<file path="config.mk">
export PLATFORM = sky130hd
export DESIGN_NAME = ram_arbiter4
export DESIGN_NICKNAME = d
export VERILOG_FILES = /design/src/rtl/ram_arbiter4_pkg.sv /design/src/rtl/ram_arbiter4_rr_pick4.sv /design/src/rtl/ram_arbiter4.sv
export SDC_FILE = /design/constraint.sdc
export NUM_CORES = 1
export LEC_CHECK = 0
export CAP_MARGIN = 5
export CORE_ASPECT_RATIO = 0.7
export CORE_MARGIN = 10
export CORE_UTILIZATION = 30
export DETAILED_ROUTE_END_ITERATION = 10
export PLACE_DENSITY = 0.93
export SYNTH_ARGS = -nofsm -noshare
export SYNTH_HDL_FRONTEND = slang
export SYNTH_SLANG_ARGS = --single-unit
</file>
<file path="constraint.sdc">
create_clock -name clk_i -period 2.6 [get_ports clk_i]
set_clock_uncertainty 0.15 [all_clocks]
set_input_delay 0.52 -clock clk_i [delete_from_list [all_inputs] [get_ports clk_i]]
set_output_delay 0.52 -clock clk_i [all_outputs]
set_load 0.02 [all_outputs]
</file>
<file path="src/rtl/ram_arbiter4_pkg.sv">
// ram_arbiter4_pkg: shared widths, requester indices and arbiter state encoding
package ram_arbiter4_pkg;
  localparam int AW_DEF = 15;
  localparam int DW_DEF = 16;
  localparam int REQ_CPU = 0;
  localparam int REQ_SCREEN = 1;
  localparam int REQ_KBD = 2;
  localparam int REQ_DMA = 3;
  typedef enum logic {IDLE = 1'b0, BUSY = 1'b1} state_e;
  function automatic logic [3:0] onehot4(input logic [1:0] i);
    return 4'b0001 << i;
  endfunction
endpackage

</file>
<file path="src/rtl/ram_arbiter4_rr_pick4.sv">
// rr_pick4: first set mask bit scanning last+1, last+2, ... modulo 4
module rr_pick4 (
  input  logic [3:0] mask_i,
  input  logic [1:0] last_i,
  output logic       any_o,
  output logic [1:0] win_o
);
  always_comb begin
    any_o = |mask_i;
    win_o = last_i;
    for (int k = 4; k >= 1; k--)
      if (mask_i[last_i + 2'(k)]) win_o = last_i + 2'(k);
  end
endmodule

</file>
<file path="src/rtl/ram_arbiter4.sv">
// ram_arbiter4: round-robin sharing of one registered RAM port among four requesters
module ram_arbiter4 import ram_arbiter4_pkg::*; #(
  parameter int AW = AW_DEF,
  parameter int DW = DW_DEF,
  parameter int MAX_HOLD = 8
) (
  input  logic          clk_i,
  input  logic          reset_i,
  input  logic [3:0]    req_i,
  input  logic [3:0]    we_i,
  input  logic [4*AW-1:0] addr_i,
  input  logic [4*DW-1:0] wdata_i,
  output logic [3:0]    gnt_o,
  output logic [3:0]    rvalid_o,
  output logic [DW-1:0] rdata_o,
  output logic [AW-1:0] mem_addr_o,
  output logic [DW-1:0] mem_wdata_o,
  output logic          mem_we_o,
  input  logic [DW-1:0] mem_rdata_i
);
  state_e state_q, state_d;
  logic [3:0] gnt_q, gnt_d, rv_q, rv_d, mask;
  logic [1:0] last_q, last_d, win;
  logic [7:0] hold_q, hold_d;
  logic busy, xfer, any, at_max;
  // while busy last_q is the granted index, so the owner is excluded from the scan
  assign busy = state_q == BUSY;
  assign xfer = busy & req_i[last_q];
  assign mask = busy ? req_i & ~gnt_q : req_i;
  assign at_max = hold_q == 8'(MAX_HOLD - 1);
  rr_pick4 u_pick (.mask_i(mask), .last_i(last_q), .any_o(any), .win_o(win));
  always_comb begin
    state_d = state_q;
    gnt_d = gnt_q;
    last_d = last_q;
    hold_d = hold_q;
    rv_d = (xfer & ~we_i[last_q]) ? gnt_q : 4'b0;
    if (!busy || !xfer || (at_max && any)) begin
      state_d = any ? BUSY : IDLE;
      gnt_d = any ? onehot4(win) : 4'b0;
      last_d = any ? win : last_q;
      hold_d = 8'd0;
    end else begin
      hold_d = at_max ? hold_q : hold_q + 8'd1;
    end
  end
  always_ff @(posedge clk_i) begin
    if (reset_i) begin
      state_q <= IDLE;
      gnt_q <= 4'b0;
      rv_q <= 4'b0;
      last_q <= 2'd3;
      hold_q <= 8'd0;
    end else begin
      state_q <= state_d;
      gnt_q <= gnt_d;
      rv_q <= rv_d;
      last_q <= last_d;
      hold_q <= hold_d;
    end
  end
  assign gnt_o = gnt_q;
  assign rvalid_o = rv_q;
  assign rdata_o = mem_rdata_i;
  assign mem_we_o = xfer & we_i[last_q];
  assign mem_addr_o = xfer ? addr_i[last_q*AW +: AW] : '0;
  assign mem_wdata_o = xfer ? wdata_i[last_q*DW +: DW] : '0;
endmodule

</file>
==> flow_summary.json, run 1 <==
{
  "setup-violations-final": 0,
  "synth_top_area_share_pct": 36.7,
  "reg2reg_to": "last_q[0]",
  "die_area_sq_mm": 0.0105,
  "start_util_pct": 31.7,
  "min_from": "hold_q[7]",
  "drive_above_1_share_pct": 28.7,
  "layout_setup_ws_ns": 0.0329,
  "hold_depth": 2,
  "synth_edf_count": 0,
  "wl_met3_um": 838,
  "cp_max_fo": 8,
  "track_usage_pct": 19.7,
  "synth_area_leaders": "mux4_2 (37%), dfxtp_1 (19%), and3_1 (11%), buf_4 (5.9%), xor2_1 (2.2%)",
  "io_buffers": 173,
  "p_leak_uw": 0.00163,
  "routedWlPerCell_um": 24.7,
  "clockRootBuffer": "clkbuf_8",
  "hold_violations": 0,
  "finalNonFillerCells": 446,
  "yosys_warnings": 0,
  "vias": 2366,
  "min_to": "hold_q[7]",
  "path_cells": "clkdlybuf4s15_1 -> mux4_2 -> buf_6 -> clkbuf_16 -> and3_4 -> buf_6",
  "slowest_stage": "mux4_2",
  "die-width_um": 118,
  "cp-start-kind": "input pin",
  "die_h_um": 88.8,
  "yosysSeqAreaShare_pct": 18.8,
  "insertedDiodeCount": 0,
  "clk_pin_slew_worst_paths_ns": 0.07,
  "htreeDepth": 1,
  "gp_congestion": 0.928,
  "slew_headroom_pct": 66.0,
  "wl_um": 11000,
  "wirelength_met1_um": 4060,
  "max_freq_mhz": 390,
  "drt_pass1_iterations": 4,
  "slowest_delay_ns": 0.54,
  "peakVddDrop_uv": 214,
  "clk-insertion-delay-late_ns": 0.26,
  "arrival_ns": 1.90,
  "area_growth_pct": 96.2,
  "rsz0062_at_grt": "false",
  "period_needed_ns": 2.57,
  "grt_max_degree": 33,
  "avgSynthCellArea_sq_um": 10.5,
  "cts_buffer_depth": 2,
  "final_cell_mix": "clkdlybuf4s50_1 (137), mux4_2 (33), and3_1 (27)",
  "hp-class": "register to register",
  "powerDensity_mw_per_mm2": 460,
  "outcome": "finished, final reports clean",
  "grt_pass1_vias": 2510,
  "setup_tns_ns": 0,
  "dp_hpwl_um": 8860,
  "setup.worst_path.class": "input pin to output pin",
  "detail_route.iter0.violations": 186,
  "cts.sinks": 19,
  "met2_wirelength_um": 5970,
  "pre_cts_ws_ns": -0.454,
  "numCtsBuffers": 3,
  "synth_nets": 344,
  "row_count": 24,
  "ys_types": 40,
  "rrSetupSlack_ns": 0.38,
  "ant_nets": 0,
  "grt-ovfl-total": 0,
  "cts_tree": "built",
  "fillers": 500,
  "slew_viol_final": 0,
  "fin_nets": 507,
  "crit_top_cell": "buf_6",
  "drc_errors": 0,
  "core_region_area_sq_mm": 0.00640,
  "io_pins": 206,
  "synth_top_flop_cell": "dfxtp_1",
  "ys_async_sr_fraction_pct": 0,
  "cp.required_ns": 1.93,
  "cp-end-kind": "output pin",
  "antenna_found_initial": 0,
  "ys_ff_latch": 19,
  "syn-cell-area_sq_mm": 0.00203,
  "rr_startpoint": "hold_q[0]",
  "place_inst": 437,
  "top_layer": "met4",
  "mostFrequentLayoutCell": "clkdlybuf4s50_1",
  "final_core_util_pct": 62.1,
  "worst_pin_slew_ns": 0.506,
  "timing.final.crit_share_pct": 98.7,
  "vias_per_cell": 5.30,
  "yosys.area.top_type": "mux4_2",
  "rr_worst_depth": 6,
  "grt_pass1_wl_um": 16100,
  "cap_viol_max_count": 0,
  "syn_inst": 193
}
per-stage QoR:
step	hold slack, ns	area (sq um)	total power, uW
6_report	0.392	3980	1830
5_1_grt	0.422	3980	1920
4_1_cts	0.391	3920	1790
3_5_place_dp	0.373	3820	1500
3_3_place_gp	0.342	3820	1480
2_1_floorplan	0.319	2030	998
report_power, final:
| part | total [uW] | switching [uW] | internal, uW |
|---|---|---|---|
| registers | 348 | 33.3 | 315 |
| clock network | 204 | 97.7 | 106 |
| logic | 1280 | 516 | 760 |
cells by family (layout without fill, tap and decap cells):
logic type	count (synthesis)	after routing	synth area share [%]
simple gates	74	74	21.1
compound gates	22	22	9.33
buf+inv	36	198	10.0
flops	19	19	18.8
mux	34	34	37.2
fa+ha+maj	1	1	0.618
xor+xnor	7	7	3.03
final cells by class:
class                      instances  area, sq um  area share [%]
timing repair buffer             190         1930            48.7
clock inverter                     1         5.00           0.126
multi-input combinational        138         1480            37.3
sequential                        19          383            9.63
inverter                           4         15.0           0.378
clock buffer                       3         41.3            1.04
tap                               91          114            2.86
cells in the mapped netlist, types with 2 or more instances:
cell / n
and3_1: 35
dfxtp_1: 19
buf_1: 3
a21boi_0: 3
nor2b_1: 6
buf_2: 6
mux4_2: 33
xnor2_1: 2
nand2_1: 3
nor2_1: 11
inv_1: 4
xor2_1: 5
a21oi_1: 4
a32o_1: 3
and2_1: 3
nand3_1: 6
a22oi_1: 2
buf_4: 16
nor4_1: 2
clkbuf_1: 7
metal layers:
metal / vias up / GRT usage, %
li1: 1063 / -
met1: 1175 / 20.9
met2: 118 / 38.7
met3: 10 / 5.34
met4: 0 / 4.25
met5: - / 0
registers in the layout (all words and copies together) (netlist names):
register and count:
last_q 2, rvalid_o 4, hold_q 8, busy 1, gnt_o 4
worst max-delay path by stage:
stage                         start             end  slack [ns]  cells past startpoint
final                      req_i[3]        mem_we_o        0.03                      6
after global routing       req_i[3]  mem_addr_o[11]       0.006                      6
after CTS                  req_i[3]   mem_addr_o[1]      -0.009                      6
after detailed placement   req_i[1]  mem_addr_o[10]       -0.45                      5
after global placement     req_i[3]   mem_addr_o[2]       -0.42                      5
after floorplan           last_q[0]   mem_addr_o[0]        0.34                      4
worst max-delay path: cells and delay by family:
kind | cells | cell delay, ns
AND/OR/NAND/NOR | 1 | 0.18
buffers and inverters | 4 | 0.66
multiplexers | 1 | 0.54
what timing repair did:
| item | CTS | global route |
|---|---|---|
| endpoints found under the setup margin | 32 | 27 |
| endpoints found under the hold margin | 0 | 0 |
| resized for setup | 154 | 11 |
| pin swaps | 0 | 0 |
| gates cloned | 3 | 1 |
| setup buffers | 1 | 0 |
| hold buffers | 0 | 0 |
Power figures use the tool's default switching activity.
==> inputs of run 2 (changes only) <==
--- a/config.mk
+++ b/config.mk
@@ -8,9 +8,10 @@
 export CAP_MARGIN = 5
 export CORE_ASPECT_RATIO = 0.7
 export CORE_MARGIN = 10
-export CORE_UTILIZATION = 30
+export CORE_UTILIZATION = 29
 export DETAILED_ROUTE_END_ITERATION = 10
-export PLACE_DENSITY = 0.93
+export PLACE_DENSITY = 0.91
 export SYNTH_ARGS = -nofsm -noshare
 export SYNTH_HDL_FRONTEND = slang
+export SYNTH_HIERARCHICAL = 1
 export SYNTH_SLANG_ARGS = --single-unit
==> run 2 against run 1 <==
Effect of this change:
- routed wire length fell by 13%
- maximum frequency down 0.14%
- global-route usage decreased by 1.7 points
- combinational power about the same
==> flow_summary.json, run 2 <==
{
  "max_freq_mhz": 389,
  "io_pins": 206,
  "holdWs_ns": 0.367,
  "ys_top_cells_by_count": "and3_1 (34), mux4_2 (33), dfxtp_1 (19), buf_4 (16), clkbuf_1 (11)",
  "hold_depth": 1,
  "cp_max_fo": 7,
  "avgSynthCellArea_sq_um": 10.6,
  "finalNonFillerCells": 447,
  "cap_viol_max_count": 0,
  "dp_hpwl_um": 8080,
  "synth_top_flop_cell": "dfxtp_1",
  "powerDensity_mw_per_mm2": 466,
  "cp-start-kind": "input pin",
  "hold_violations": 0,
  "setup_tns_ns": 0,
  "die-width_um": 119,
  "setup.worst_path.class": "input pin to output pin",
  "cts_buffer_depth": 2,
  "place_inst": 435,
  "rsz0062_at_grt": "false",
  "ys_async_sr_fraction_pct": 0,
  "fin_nets": 505,
  "synth_area_leaders": "mux4_2 (37%), dfxtp_1 (19%), and3_1 (11%), buf_4 (6.0%), clkbuf_1 (2.1%)",
  "slowest_stage": "mux4_2",
  "numCtsBuffers": 3,
  "mostFrequentLayoutCell": "clkdlybuf4s50_1",
  "syn-cell-area_sq_mm": 0.00199,
  "die_h_um": 89.2,
  "final_core_util_pct": 59.6,
  "crit_top_cell": "buf_6",
  "outcome": "finished, final reports clean",
  "antenna_found_initial": 0,
  "period_needed_ns": 2.57,
  "timing.final.crit_share_pct": 98.9,
  "ys_types": 36,
  "yosysSeqAreaShare_pct": 19.2,
  "synth_edf_count": 0,
  "slew_viol_final": 0,
  "drt_pass1_iterations": 6,
  "slew_headroom_pct": 65.9,
  "slowest_delay_ns": 0.49,
  "insertedDiodeCount": 0,
  "vias": 2262,
  "vias_per_cell": 5.06,
  "min_from": "gnt_o[2]",
  "core_region_area_sq_mm": 0.00669,
  "ys_ff_latch": 19,
  "detail_route.iter0.violations": 76,
  "cts.sinks": 19,
  "path_delay_family": "buffers and inverters",
  "fillers": 556,
  "yosys.area.top_type": "mux4_2",
  "syn_inst": 187,
  "worst_pin_slew_ns": 0.507,
  "synth.most_common_cell": "and3_1",
  "ant_nets": 0,
  "grt-ovfl-total": 0,
  "multi_input_area_sq_mm": 0.00144,
  "p_leak_uw": 0.00165,
  "rrSetupSlack_ns": 0.24,
  "cp.required_ns": 1.93,
  "clockRootBuffer": "clkbuf_8",
  "cts_hold_buf": 0,
  "drc_errors": 0,
  "arrival_ns": 1.90,
  "largest_reg_flops": 8,
  "hp-class": "register to register",
  "path_cells": "clkdlybuf4s15_1 -> mux4_2 -> buf_6 -> buf_16 -> buf_8 -> and3_4 -> buf_6",
  "drive_above_1_share_pct": 29.2,
  "rr_startpoint": "last_q[0]",
  "start_util_pct": 29.7,
  "synth_nets": 338,
  "critPathBufInv": 5,
  "peakVddDrop_uv": 219,
  "area_growth_pct": 101,
  "cp-end-kind": "output pin",
  "setup-violations-final": 0,
  "final_cell_mix": "clkdlybuf4s50_1 (137), mux4_2 (33), buf_6 (33)",
  "track_usage_pct": 18.0,
  "clk-insertion-delay-late_ns": 0.26,
  "rr_worst_depth": 8,
  "grt_pass1_wl_um": 15100,
  "htreeDepth": 1,
  "min_to": "gnt_o[2]",
  "gp_congestion": 0.848,
  "regMostFlops": "hold_q",
  "wl_um": 9580,
  "cts_tree": "built",
  "die_area_sq_mm": 0.0106,
  "clk_pin_slew_worst_paths_ns": 0.07,
  "routedWlPerCell_um": 21.4,
  "ff_latch_area_sq_um": 385,
  "grt_pass1_vias": 2730,
  "row_count": 25,
  "yosys_warnings": 6,
  "synth_top_area_share_pct": 37.4,
  "io_buffers": 173,
  "grt_max_degree": 23,
  "reg2reg_to": "gnt_o[1]"
}
==> run 2: report_power, final <==
group          total (uW)  switching [uW]  internal, uW
Sequential            349            32.3           316
Clock                 207            97.7           109
Combinational        1300             516           788
Total                1860             646          1210
==> run 2: kinds of logic (layout without fill, tap and decap cells) <==
kind of cell,after synthesis,in the layout,share of synthesized area [%]
and+or+nand+nor,65,65,18.9
adders and majority gates,1,1,0.630
DFF,19,19,19.2
xor gates and xnor gates,7,7,3.09
AOI/OAI and AO/OA,23,23,9.20
buffers and inverters,37,203,10.6
muxes,35,35,38.4
==> run 2: timing repair <==
item | in CTS | in global routing
cloned | 1 | 0
resized for setup | 199 | 15
setup endpoints to repair | 32 | 14
buffers inserted | 6 | 1
==> run 2: cell type report <==
| type | count | area share [%] |
|---|---|---|
| well taps | 94 | 2.95 |
| multi-input cells | 131 | 36.0 |
| repair buffers | 193 | 49.7 |
| inverters | 6 | 0.565 |
| clock buffers | 4 | 1.13 |
| flip-flops and latches | 19 | 9.66 |
==> run 2: worst max-delay path by stage <==
stage                    from             end  slack [ns]  cells after the start
CTS                  req_i[3]   mem_addr_o[1]        0.02                      7
floorplan                busy       last_q[0]        0.31                      7
global route        last_q[0]  mem_wdata_o[5]       0.007                      6
global placement     req_i[3]   mem_addr_o[9]       -0.44                      5
finish               req_i[1]  mem_wdata_o[5]        0.03                      7
detailed placement   req_i[3]  mem_wdata_o[3]       -0.46                      5
==> run 2: metal layers <==
layer | share of wire [%] | GRT usage, % | vias up | routed length [um]
li1 | - | - | 1042 | -
met4 | 1.3 | 3.65 | 0 | 123
met3 | 10 | 8.96 | 8 | 1000
met1 | 37 | 18.1 | 1101 | 3520
met2 | 52 | 33.6 | 111 | 4940
met5 | 0 | 0 | - | 0
==> run 2: stage by stage <==
stage | instance area (sq um) | worst slack (ns) | total power (uW)
after floorplan | 1990 | 0.305 | 1010
after global placement | 3790 | -0.437 | 1500
after detailed placement | 3790 | -0.459 | 1520
after CTS | 3950 | 0.0170 | 1850
after global routing | 3990 | 0.00670 | 1970
final | 3990 | 0.0292 | 1860
